[config.mk]
export PLATFORM = sky130hd
export DESIGN_NAME = lcd_fb_arbiter
export DESIGN_NICKNAME = d
export VERILOG_FILES = /design/src/rtl/lcd_fb_arbiter.sv
export SDC_FILE = /design/constraint.sdc
export NUM_CORES = 1
export LEC_CHECK = 0
export ABC_AREA = 1
export CORE_MARGIN = 1.5
export CORE_UTILIZATION = 25
export DETAILED_ROUTE_END_ITERATION = 6
export PLACE_DENSITY_LB_ADDON = 0.1
export SETUP_SLACK_MARGIN = 0.02
export SYNTH_ARGS = -nofsm -noshare
export SYNTH_HDL_FRONTEND = slang
export SYNTH_SLANG_ARGS = --single-unit
[constraint.sdc]
create_clock -name clk_8m -period 4.1 [get_ports clk_8m]
set_input_delay 0.82 -clock clk_8m [delete_from_list [all_inputs] [get_ports clk_8m]]
set_output_delay 0.82 -clock clk_8m [all_outputs]
set_load 0.02 [all_outputs]
[src/rtl/lcd_fb_arbiter.sv]
// rtl/lcd_fb_arbiter.sv - LCD scanout / host framebuffer arbiter, 160x144 2bpp; optional host reads via FB_HOST_READ_EN
module lcd_fb_arbiter (
  input  logic        clk_8m,
  input  logic        rst,
  input  logic [7:0]  cur_xpos,
  input  logic [7:0]  cur_ypos,
  output logic [1:0]  pix,
  input  logic        host_req,
  input  logic        host_we,
  input  logic [12:0] host_addr,
  input  logic [7:0]  host_wdata,
  output logic        host_ack,
  output logic [7:0]  host_rdata,
  output logic [12:0] fb_addr,
  output logic [7:0]  fb_wdata,
  output logic        fb_we,
  input  logic [7:0]  fb_rdata,
  output logic        underrun
);

  localparam logic [12:0] FB_BYTES = 13'd5760;
  localparam logic [12:0] LAST_GRP = 13'd5759;

`ifdef FB_HOST_READ_EN
  localparam logic READ_EN = 1'b1;
  typedef enum logic [1:0] {IDLE = 2'd0, SCAN_CAP = 2'd1, HOST_RD_CAP = 2'd2, HOST_WR = 2'd3} state_t;
`else
  localparam logic READ_EN = 1'b0;
  typedef enum logic [1:0] {IDLE = 2'd0, SCAN_CAP = 2'd1, HOST_WR = 2'd3} state_t;
`endif

  state_t      state;
  logic [15:0] pos_q;
  logic [7:0]  cur_byte;
  logic [7:0]  next_byte;
  logic [12:0] next_tag;
  logic        next_valid;
  logic        pend;
  logic [12:0] pend_tag;
  logic [12:0] cap_tag;

  logic        cur_in_area;
  logic        pos_in_area;
  logic        move;
  logic        boundary;
  logic [12:0] grp;
  logic [12:0] grp_next;
  logic        host_addr_ok;
  logic        host_ram;
  logic [1:0]  shade;

  assign cur_in_area  = (cur_xpos < 8'd160) && (cur_ypos < 8'd144);
  assign pos_in_area  = (pos_q[7:0] < 8'd160) && (pos_q[15:8] < 8'd144);
  assign move         = {cur_ypos, cur_xpos} != pos_q;
  assign boundary     = move && cur_in_area && (cur_xpos[1:0] == 2'b00);
  assign grp          = {5'd0, cur_ypos} * 13'd40 + {7'd0, cur_xpos[7:2]};
  assign grp_next     = (grp == LAST_GRP) ? 13'd0 : grp + 13'd1;
  assign host_addr_ok = host_addr < FB_BYTES;
  // Only in-range writes, and in-range reads when reads are built in, touch the RAM.
  assign host_ram     = host_req && host_addr_ok && (host_we || READ_EN);

  // Track the panel position; a change against pos_q is what defines a move event.
  always_ff @(posedge clk_8m or posedge rst) begin
    if (rst) begin
      pos_q <= 16'd0;
    end else begin
      pos_q <= {cur_ypos, cur_xpos};
    end
  end

  // Arbiter FSM plus the scan pipeline (pending fetch, prefetch register, current byte).
  always_ff @(posedge clk_8m or posedge rst) begin
    if (rst) begin
      state      <= IDLE;
      cur_byte   <= 8'd0;
      next_byte  <= 8'd0;
      next_tag   <= 13'd0;
      next_valid <= 1'b0;
      pend       <= 1'b1;
      pend_tag   <= 13'd0;
      cap_tag    <= 13'd0;
      underrun   <= 1'b0;
    end else begin
      case (state)
        IDLE: begin
          if (pend) begin
            cap_tag <= pend_tag;
            state   <= SCAN_CAP;
          end else if (host_req) begin
`ifdef FB_HOST_READ_EN
            if (!host_we && host_addr_ok) state <= HOST_RD_CAP;
            else                          state <= HOST_WR;
`else
            // HOST_WR doubles as the ack cycle for requests that never reach the RAM.
            state <= HOST_WR;
`endif
          end
        end
        SCAN_CAP: begin
          next_byte  <= fb_rdata;
          next_tag   <= cap_tag;
          next_valid <= 1'b1;
          // A boundary that retargeted the fetch while it was in flight keeps it pending.
          if (pend_tag == cap_tag) pend <= 1'b0;
          state <= IDLE;
        end
        default: state <= IDLE;
      endcase

      // Boundary handling comes last so it overrides the capture bookkeeping above.
      if (boundary) begin
        if (next_valid && (next_tag == grp)) begin
          cur_byte <= next_byte;
        end else begin
          cur_byte <= 8'd0;
          underrun <= 1'b1;
        end
        next_valid <= 1'b0;
        pend       <= 1'b1;
        pend_tag   <= grp_next;
      end
    end
  end

  // RAM port: scan fetch has priority; host access only issues from IDLE with nothing pending.
  always_comb begin
    fb_addr  = 13'd0;
    fb_wdata = 8'd0;
    fb_we    = 1'b0;
    if (state == IDLE) begin
      if (pend) begin
        fb_addr = pend_tag;
      end else if (host_ram) begin
        fb_addr = host_addr;
        if (host_we) begin
          fb_we    = 1'b1;
          fb_wdata = host_wdata;
        end
      end
    end
  end

  // Host handshake decoded from the registered state: one ack cycle per access.
  always_comb begin
    host_ack   = (state == HOST_WR);
    host_rdata = 8'd0;
`ifdef FB_HOST_READ_EN
    if (state == HOST_RD_CAP) begin
      host_ack   = 1'b1;
      host_rdata = fb_rdata;
    end
`endif
  end

  // Pixel 0 of a group lives in bits [7:6], pixel 3 in bits [1:0].
  always_comb begin
    shade = 2'b00;
    case (pos_q[1:0])
      2'd0: shade = cur_byte[7:6];
      2'd1: shade = cur_byte[5:4];
      2'd2: shade = cur_byte[3:2];
      default: shade = cur_byte[1:0];
    endcase
    pix = pos_in_area ? shade : 2'b00;
  end

endmodule

==> metrics.md <==
| Metric | Value |
|---|---|
| Outcome | `finished, final reports clean` |
| Final instance area | `5770 um2` |
| CTS Hold Buffers Added | `0` |
| Average wire per cell in the routed design | `13.1 um` |
| Storage cell area | `1900 um2` |
| CTS HTree Levels | `3` |
| Number of synthesized register bits | `76` |
| Post-route clock skew | `10.3 ps` |
| Time the worst path needs with I/O delays and setup | `3560 ps` |
| Die outline area | `18,600 um2` |
| Pre-CTS setup slack | `364 ps` |
| DRC violation count after routing | `0` |
| Ports | `83` |
| Number of clock buffers inserted by TritonCTS | `9` |
| R2r setup slk | `2120 ps` |
| Path type of the worst min-delay path | `reg -> reg` |
| Via count of the first global-routing pass | `3,875` |
| Met2 WL post-DR | `5210 um` |
| Worst-path clk slew | `60 ps` |
| Kind of end point of the critical path | `primary output` |
| Count of cells along the worst hold path | `2` |
| Final hold violation count | `0` |
| Number of antenna-violating nets in the routed design | `0` |
| CP delay by family, top | `buffers and inverters` |
| RePlAce Congestion | `0.740` |
| Die Y | `137 um` |
| Cell with the largest stage delay on the worst path | `clkdlybuf4s50_1` |
| Setup WS post-layout | `543 ps` |
| Clock network latency to the later pin of the worst-skew pair | `350 ps` |
| Floorplan die width | `137 um` |
| Post-synthesis area per instance | `7.58 um2` |
| Total GRT Usage | `13.9%` |
| Sort of element at the start of the critical path | `primary input` |
| Max clock buf depth | `2` |
| CP Data Required Time | `3280 ps` |
| Leak pwr | `0.00278 uW` |
| Count of cells resized by post-cts repair | `0` |
| Distinct cell type count of the synthesized netlist | `37` |
| Initial DRC Count | `113` |
| Number of buffers added for setup after CTS | `0` |
| Global-route wire length before repair | `19,900 um` |
| Area of the placeable core | `17,400 um2` |
| Setup repair after global routing missed its margin | `no` |
| Area leader, netlist | `dfrtp_1` |
| Antenna violations before repair | `0` |
| Final Slew Violations | `0` |
| Least-Margin Pin Slew | `668 ps` |
| Remaining max-slew budget at the tightest pin | `55.4%` |
| Routed Wire Length | `11,800 um` |
| Cell at the root of the clock tree | `clkbuf_16` |
| Buffer and inverter count on the worst path | `4` |
| Total Nets Final | `736` |
| Achievable Freq | `0.281 GHz` |
| Final Cycle Share | `86.8%` |
| Row Count | `48` |
| Half-perimeter wire length of the detailed placement result | `9170 um` |
| Yosys top cell area share | `42.1%` |
| Share of post-route cells with drive strength above 1 | `7.72%` |
| Filler cells | `1,854` |
| Post-Synthesis Cells | `588` |
| CTS tree | `done` |
| Top Metal Used | `met4` |
| Maximum number of pins on one net before global-route repair | `32` |
| Vias after detailed routing | `3,882` |
| Final setup violating endpoints | `0` |
| Worst setup path category | `in -> out` |
| Routed length on met3 | `443 um` |
| Area after detailed placement | `5460 um2` |
| Count of cells along the worst register-to-register path | `6` |
| Total of max-cap violations | `0` |
| End of the worst hold path | `underrun` |
| Synth top area cells | `dfrtp_1 (42%), nand2_1 (16%), inv_1 (6.1%)` |
| Final core area utilization | `33.2%` |
| Final standard cell count with taps included and fillers excluded | `899` |
| Diode insertion count for antenna repair | `0` |
| Peak supply drop | `0.228 mV` |
| Effective utilization at floorplan | `25.7%` |
| Startpoint of the lowest-slack register-to-register path | `state[1]` |
| Initial DRT Pass Iterations | `6` |
| Arrival time worst endpoint | `2740 ps` |
| Pwr dens | `502 nW/um2` |
| Ordered list of cells on the worst path | `clkdlybuf4s50_1 -> inv_1 -> a211oi_1 -> o21ai_0 -> nand3_1 -> clkinv_1 -> nand2_1 -> nand2_1 -> clkdlybuf4s50_1` |
| Cells after DPL | `883` |
| Remaining Overflow, GRT | `0` |
| Metal-1 WL | `5940 um` |
| Area overhead of the layout relative to synthesis | `29.4%` |
| Synth Warn # | `0` |
| Cell area after synthesis | `4460 um2` |
| Terminus of the critical flop-to-flop path | `pend` |
| Critical Path Fanout Max | `10` |
| # port buffers | `74` |
| Worst Min Path Start | `underrun` |
| Multi-input combinational cell area | `2190 um2` |
| Aggregate negative setup slack | `0 ps` |
| Sequential cell area fraction in the yosys report | `42.7%` |
| Number of vias per cell after detailed routing | `4.32` |
| Clock sink total | `76` |
| Stage delay of the slowest cell on the critical path | `540 ps` |
| Launch point of the worst path | `host_addr[8]` |
## kinds of logic after synthesis
kind of cell	synth area share [%]
and+or+nand+nor	27.2
DFF	42.7
xor gates and xnor gates	5.70
adders and majority gates	5.39
other	0.0841
AOI/OAI and AO/OA	10.1
buffers and inverters	8.81
## metal layers
layer  track usage (%)  up-vias
met5                 0        -
met4              6.03        0
met3              2.30       14
li1                  -     2009
met1              19.0     1776
met2              21.7       83
## synth_stat cells
library cell / instances
nand2_1: 189
dfrtp_1: 75
inv_1: 72
o21ai_0: 51
nor2_1: 37
nand3_1: 31
xnor2_1: 20
ha_1: 16
clkbuf_1: 9
nand4_1: 9
xor2_1: 9
buf_4: 8
nand2_2: 8
o21ai_2: 7
a21oi_1: 5
inv_2: 4
o22ai_1: 4
nor2_2: 3
nor3_1: 3
nor4_1: 3
a2111oi_0: 2
a211oi_1: 2
fa_1: 2
nand3b_1: 2
o21ai_1: 2
o31ai_1: 2
or2_1: 2
or2_2: 2
a21oi_2: 1
a311oi_1: 1
buf_2: 1
clkbuf_2: 1
clkinv_1: 1
conb_1: 1
dfstp_2: 1
nand2_4: 1
o21a_1: 1
## worst register-to-register path, cell delays in order (launching register included)
cell       delay, ps
dfrtp_1          400
nor2_2           550
o21ai_0          170
a2111oi_0        470
nand4_1          180
nand2_1           90
nand2_1           50
## where the power goes
group / internal, uW / switching, uW
Clock: 490 / 317
Combinational: 390 / 610
Sequential: 949 / 142
## sequential cells by signal, summed over array words and instances (netlist names)
register    count
next_valid      1
pos_q          16
underrun        1
pend_tag       13
pend            1
cap_tag        13
state           2
next_tag       13
next_byte       8
cur_byte        8
## cell type report
cell class / count / share of cell area, %
clock buffers: 11 / 4.21
clock inverters: 5 / 1.04
inverters: 77 / 5.01
multi-input cells: 423 / 38.0
flip-flops and latches: 76 / 33.0
well taps: 225 / 4.88
repair buffers: 82 / 13.9
## through the flow
stage / hold WS [ps] / total power [uW]
finish: 463 / 2900
global route: 497 / 3140
CTS: 474 / 2950
detailed placement: 458 / 2120
global placement: 449 / 2110
floorplan: 442 / 1740
## how the worst max path moves through the flow
stage | depth (start not counted) | slack (ps) | end
detailed placement | 17 | 360 | cur_byte[7]
global route | 9 | 360 | fb_addr[12]
global placement | 19 | 400 | pend_tag[1]
finish | 9 | 540 | fb_addr[11]
floorplan | 16 | 1170 | underrun
CTS | 9 | 490 | fb_addr[11]
## layout by cell type (no fill, tap or decap), types with 3 or more instances in the layout
cell / synthesis / routed
a21oi_1: 5 / 5
buf_4: 8 / 8
clkbuf_16: 0 / 9
clkdlybuf4s50_1: 0 / 74
conb_1: 1 / 8
dfrtp_1: 75 / 75
ha_1: 16 / 16
inv_1: 72 / 71
inv_2: 4 / 5
nand2_1: 189 / 189
nand2_2: 8 / 8
nand3_1: 31 / 31
nand4_1: 9 / 9
nor2_1: 37 / 36
nor2_2: 3 / 4
nor3_1: 3 / 3
nor4_1: 3 / 3
o21ai_0: 51 / 51
o21ai_2: 7 / 7
o22ai_1: 4 / 4
xnor2_1: 20 / 20
xor2_1: 9 / 9
Note: power is estimated with default switching activity, not from simulation.
